**config.mk**
```make
export PLATFORM = sky130hd
export DESIGN_NAME = mfp_ahb_ram_loader
export DESIGN_NICKNAME = d
export VERILOG_FILES = /design/src/rtl/mfp_ahb_ram_loader.sv
export SDC_FILE = /design/constraint.sdc
export NUM_CORES = 1
export LEC_CHECK = 0
export CAP_MARGIN = 10
export CORE_MARGIN = 3
export CORE_UTILIZATION = 41
export DETAILED_ROUTE_END_ITERATION = 8
export PLACE_DENSITY = 0.84
export SLEW_MARGIN = 20
export SYNTH_ARGS = -nofsm -noshare
export SYNTH_HDL_FRONTEND = slang
export SYNTH_SLANG_ARGS = --single-unit
```
**constraint.sdc**
```tcl
create_clock -name HCLK -period 1.6 [get_ports HCLK]
set_input_delay 0.4 -clock HCLK [delete_from_list [all_inputs] [get_ports HCLK]]
set_output_delay 0.4 -clock HCLK [all_outputs]
set_load 0.02 [all_outputs]
```
**src/rtl/mfp_ahb_ram_loader.sv**
```systemverilog
// Byte-stream to AHB-Lite RAM loader: packs four bytes per word and issues single NONSEQ writes.
// Define MFP_RAM_LOADER_CHECKSUM_EN to build the running modulo-2^32 checksum of written words.
module mfp_ahb_ram_loader #(
  parameter int BIG_ENDIAN = 0
) (
  input  logic        HCLK,
  input  logic        HRESETn,
  input  logic        start,
  input  logic [31:0] base_addr,
  input  logic [15:0] word_count,
  input  logic [7:0]  rx_data,
  input  logic        rx_valid,
  output logic        rx_ready,
  output logic [31:0] HADDR,
  output logic [1:0]  HTRANS,
  output logic        HWRITE,
  output logic [2:0]  HSIZE,
  output logic [2:0]  HBURST,
  output logic [31:0] HWDATA,
  input  logic        HREADY,
  output logic        busy,
  output logic        done,
  output logic [31:0] checksum
);

  localparam logic [1:0] TRANS_IDLE   = 2'b00;
  localparam logic [1:0] TRANS_NONSEQ = 2'b10;

  typedef enum logic [2:0] {IDLE, COLLECT, ADDR, DATA, FINISH} state_t;

  state_t      state;
  state_t      next_state;
  logic [31:0] addr;
  logic [15:0] count;
  logic [1:0]  byte_idx;
  logic [1:0]  lane;
  logic [31:0] word;
  logic        load;
  logic        byte_take;
  logic        word_done;

  assign load      = (state == IDLE) && start;
  assign byte_take = (state == COLLECT) && rx_valid;
  assign word_done = (state == DATA) && HREADY;
  // Big-endian mode mirrors the lane so the first byte lands in HWDATA[31:24].
  assign lane      = (BIG_ENDIAN != 0) ? ~byte_idx : byte_idx;

  assign HADDR  = addr;
  assign HWDATA = word;
  assign HSIZE  = 3'b010;
  assign HBURST = 3'b000;

  always_ff @(posedge HCLK or negedge HRESETn) begin
    if (!HRESETn) state <= IDLE;
    else          state <= next_state;
  end

  always_comb begin
    next_state = state;
    rx_ready   = 1'b0;
    HTRANS     = TRANS_IDLE;
    HWRITE     = 1'b0;
    busy       = 1'b1;
    done       = 1'b0;
    case (state)
      IDLE: begin
        busy = 1'b0;
        if (start) next_state = (word_count != 16'd0) ? COLLECT : FINISH;
      end
      COLLECT: begin
        rx_ready = 1'b1;
        if (rx_valid && (byte_idx == 2'd3)) next_state = ADDR;
      end
      ADDR: begin
        HTRANS     = TRANS_NONSEQ;
        HWRITE     = 1'b1;
        next_state = DATA;
      end
      DATA: begin
        if (HREADY) next_state = (count == 16'd1) ? FINISH : COLLECT;
      end
      FINISH: begin
        done       = 1'b1;
        next_state = IDLE;
      end
      default: begin
        busy       = 1'b0;
        next_state = IDLE;
      end
    endcase
  end

  // Reset clears the partial word and byte index, so an interrupted load leaves nothing behind.
  always_ff @(posedge HCLK or negedge HRESETn) begin
    if (!HRESETn) begin
      addr     <= 32'd0;
      count    <= 16'd0;
      byte_idx <= 2'd0;
      word     <= 32'd0;
    end else begin
      if (load) begin
        addr     <= base_addr;
        count    <= word_count;
        byte_idx <= 2'd0;
      end
      if (byte_take) begin
        word[{lane, 3'b000} +: 8] <= rx_data;
        byte_idx                  <= byte_idx + 2'd1;
      end
      if (word_done) begin
        addr  <= addr + 32'd4;
        count <= count - 16'd1;
      end
    end
  end

`ifdef MFP_RAM_LOADER_CHECKSUM_EN
  logic [31:0] sum;

  always_ff @(posedge HCLK or negedge HRESETn) begin
    if (!HRESETn)       sum <= 32'd0;
    else if (load)      sum <= 32'd0;
    else if (word_done) sum <= sum + word;
  end

  assign checksum = sum;
`else
  assign checksum = 32'd0;
`endif

endmodule

```
==> results.sh <==
export IMPL_status="finished, violations left"
export IMPL_violations="setup timing"
export IMPL_first_iter_violations=609
export IMPL_async_reset_ff_frac=1.000
export IMPL_grtUsageTotal=0.2595
export IMPL_dr_pass1_iters=6
export IMPL_multi_input_area_sq_um=2942
export IMPL_synth_seq_cells=85
export IMPL_clk_latency_ns=0.34
export IMPL_final_min_clock_period_ns=1.903
export IMPL_avgViaCountPerCell=5.997
export IMPL_cp_arrival_ns=2.11
export IMPL_synth_yosys_seq_area_share=0.4505
export IMPL_grt_max_degree=52
export IMPL_syn_area_per_cell_sq_um=8.777
export IMPL_cts_htree_levels=3
export IMPL_power_density_nw_per_um2=1910
export IMPL_path_clk_slew_ns=0.07
export IMPL_synthFlopType="dfrtp_1"
export IMPL_drt_wl_total_mm=20.28
export IMPL_ant_nets=0
export IMPL_clock_fmax_ghz=0.5255
export IMPL_drc=0
export IMPL_cts_tree="built"
export IMPL_dp_hpwl_mm=10.75
export IMPL_max_cap_violations=0
export IMPL_synth_cell_types=51
export IMPL_diodes=0
export IMPL_ff_latch_area_sq_um=2156
export IMPL_initial_core_util=0.4281
export IMPL_io_pins=169
export IMPL_design_area_sq_um=8229
export IMPL_synthCells=538
export IMPL_final_setup_skew_ns=0.01224
export IMPL_path_class="reg -> reg"
export IMPL_cts_root_buffer_cell="clkbuf_16"
export IMPL_irDropWorstVdd_v=0.001141
export IMPL_power_static_leakage_nw=3.817
export IMPL_hp_class="in -> async"
export IMPL_coreArea_sq_um=11030
export IMPL_syn_area_sq_um=4722
export IMPL_grt_pass1_wl_mm=26.75
export IMPL_drive_gt1_frac=0.3916
export IMPL_rows=38
export IMPL_nets=871
export IMPL_fill_cells=674
export IMPL_start_kind="flop"
export IMPL_portBuffers=129
export IMPL_dp_slack_ns=-0.5346
export IMPL_dieWidth_um=113.3
export IMPL_endpoint_kind="flop"
export IMPL_dieArea_sq_um=12840
export IMPL_routedWlPerCell_um=21.42
export IMPL_synthToLayoutAreaGrowth_pct=74.27
export IMPL_clk_path_buf_depth=2
export IMPL_routabilityCongestion=0.8848
export IMPL_synth_yosys_warnings=0
export IMPL_tritoncts_num_buffers=9
export IMPL_drv_slew=0
export IMPL_grt_ovfl_total=0
export IMPL_cp_required_ns=1.81
export IMPL_hold_viol=0
export IMPL_die_y_um=113.3
export IMPL_setup_viol=59
export IMPL_period_share=1.189
export IMPL_synth_edf_count=0
export IMPL_rsz0062_at_grt="yes"
export IMPL_num_vias=5679
export IMPL_setup_ws_ns=-0.3030
export IMPL_clkSinkCount=85
export IMPL_dpl_cell_area_sq_um=6810
export IMPL_antenna_found_initial=0
export IMPL_grt_pass1_vias=5353
export IMPL_path_max_fanout=5
[area by class of cell]
| cell class | count | share of cell area |
|---|---|---|
| multi-input cells | 419 | 0.3575 |
| repair buffers | 278 | 0.3138 |
| flip-flops and latches | 85 | 0.2620 |
| clock buffers | 10 | 0.02782 |
| well taps | 140 | 0.02129 |
| clock inverters | 6 | 0.01353 |
| inverters | 9 | 0.004105 |
[cells by family (layout without fill, tap and decap cells)]
group / after synthesis / after routing / share of synthesized area
buffers and inverters: 71 / 303 / 0.09168
multiplexers: 3 / 3 / 0.006624
flip-flops: 85 / 85 / 0.4505
adder cells (fa/ha/maj): 8 / 8 / 0.02120
AO/OA/AOI/OAI: 122 / 122 / 0.1730
AND/OR/NAND/NOR: 245 / 245 / 0.2517
XOR/XNOR: 2 / 2 / 0.003710
other: 2 / 39 / 0.001590
[worst max-delay path, cell delays in order (launching register included)]
cell	delay [ns]
dfrtp_2	0.43
nand3_2	0.13
nor4_4	0.40
buf_6	0.21
nand4_1	0.13
mux2i_1	0.16
a221o_1	0.30
[per-stage QoR]
step	cells	utilization	hold WS, ns	power (W)	setup TNS [ns]
floorplan	575	-	0.1044	0.007624	-1.033
global placement	873	0.6174	0.3815	0.01091	-17.01
detailed placement	873	0.6174	0.3862	0.01123	-19.42
CTS	919	0.6925	0.03848	0.01421	-7.358
global route	947	0.7460	0.04226	0.01639	-9.980
finish	947	0.7460	0.03038	0.01571	-6.819
[layout by cell type (no fill, tap or decap), types with 7 or more instances in the layout]
cell type	netlist	routed
o21ai_0	41	24
buf_4	40	114
inv_1	9	9
o311ai_2	0	11
buf_6	1	24
dlygate4sd2_1	0	47
nand2_1	129	109
dfrtp_1	85	62
conb_1	2	39
nor2_1	21	17
a22oi_2	0	7
nand4_1	10	10
dfrtp_2	0	23
o21ai_1	0	9
clkdlybuf4s50_1	0	57
nand2_2	0	10
o211ai_1	22	22
nand3_2	2	12
a21oi_1	12	9
buf_12	0	8
clkbuf_2	0	13
nand3_1	26	14
clkbuf_16	0	11
nand2_4	1	10
[per-layer routing]
| metal | vias to the layer above | track usage | wire [um] |
|---|---|---|---|
| met1 | 2668 | 0.3052 | 6891 |
| met5 | - | 0 | 0 |
| met2 | 476 | 0.4427 | 10100 |
| met3 | 144 | 0.05668 | 1849 |
| met4 | 0 | 0.1370 | 1441 |
| li1 | 2391 | - | - |
[registers in the layout, indices dropped and copies added, names as in the netlist]
name / flops
state: 3
byte_idx: 2
count: 16
HADDR: 32
HWDATA: 32
[synthesized netlist by cell type (5+ instances only)]
cell	number	share of area
nand2_1	129	0.10
dfrtp_1	85	0.45
o21ai_0	41	0.043
buf_4	40	0.064
nand3_1	26	0.028
o211ai_1	22	0.035
nor2_1	21	0.017
o311ai_0	19	0.035
clkbuf_1	14	0.011
a21oi_1	12	0.013
nand4_1	10	0.013
nor4_1	10	0.013
a22oi_1	9	0.014
inv_1	9	0.0072
and3_1	8	0.011
ha_1	8	0.021
buf_2	7	0.0074
nor3_1	7	0.0074
a221o_1	5	0.011
a31oi_1	5	0.0066
or4_1	5	0.0079
[path summary, 6_finish.rpt]
kind / start / end / slack (ns) / cells after the start
setup / recovery: HADDR[20] / HADDR[25] / -0.30 / 6
hold / removal: HRESETn / HWDATA[1] / 0.03 / 2
setup reg to reg: HADDR[20] / HADDR[25] / -0.30 / 6
hold reg to reg: HWDATA[26] / HWDATA[26] / 0.47 / 2
max in group asynchronous: HRESETn / HADDR[21] / 1.25 / 2
min in group HCLK: word_count[2] / count[2] / 0.40 / 3
[what timing repair did]
action                     4_1_cts  5_1_grt
pin swaps                       19       46
hold buffers                     0        0
gates cloned                     8        4
gates resized for setup        182      131
setup endpoints to repair      130      102
setup buffers                   22       28
[power breakdown]
part	internal, W	total [W]	switching (W)	leakage [nW]
Clock	0.00153	0.00245	0.000921	0.163
Sequential	0.00322	0.00432	0.00109	1.07
Combinational	0.00414	0.00895	0.00481	2.58
Total	0.00889	0.0157	0.00682	3.82
(Power assumes the default switching activity.)
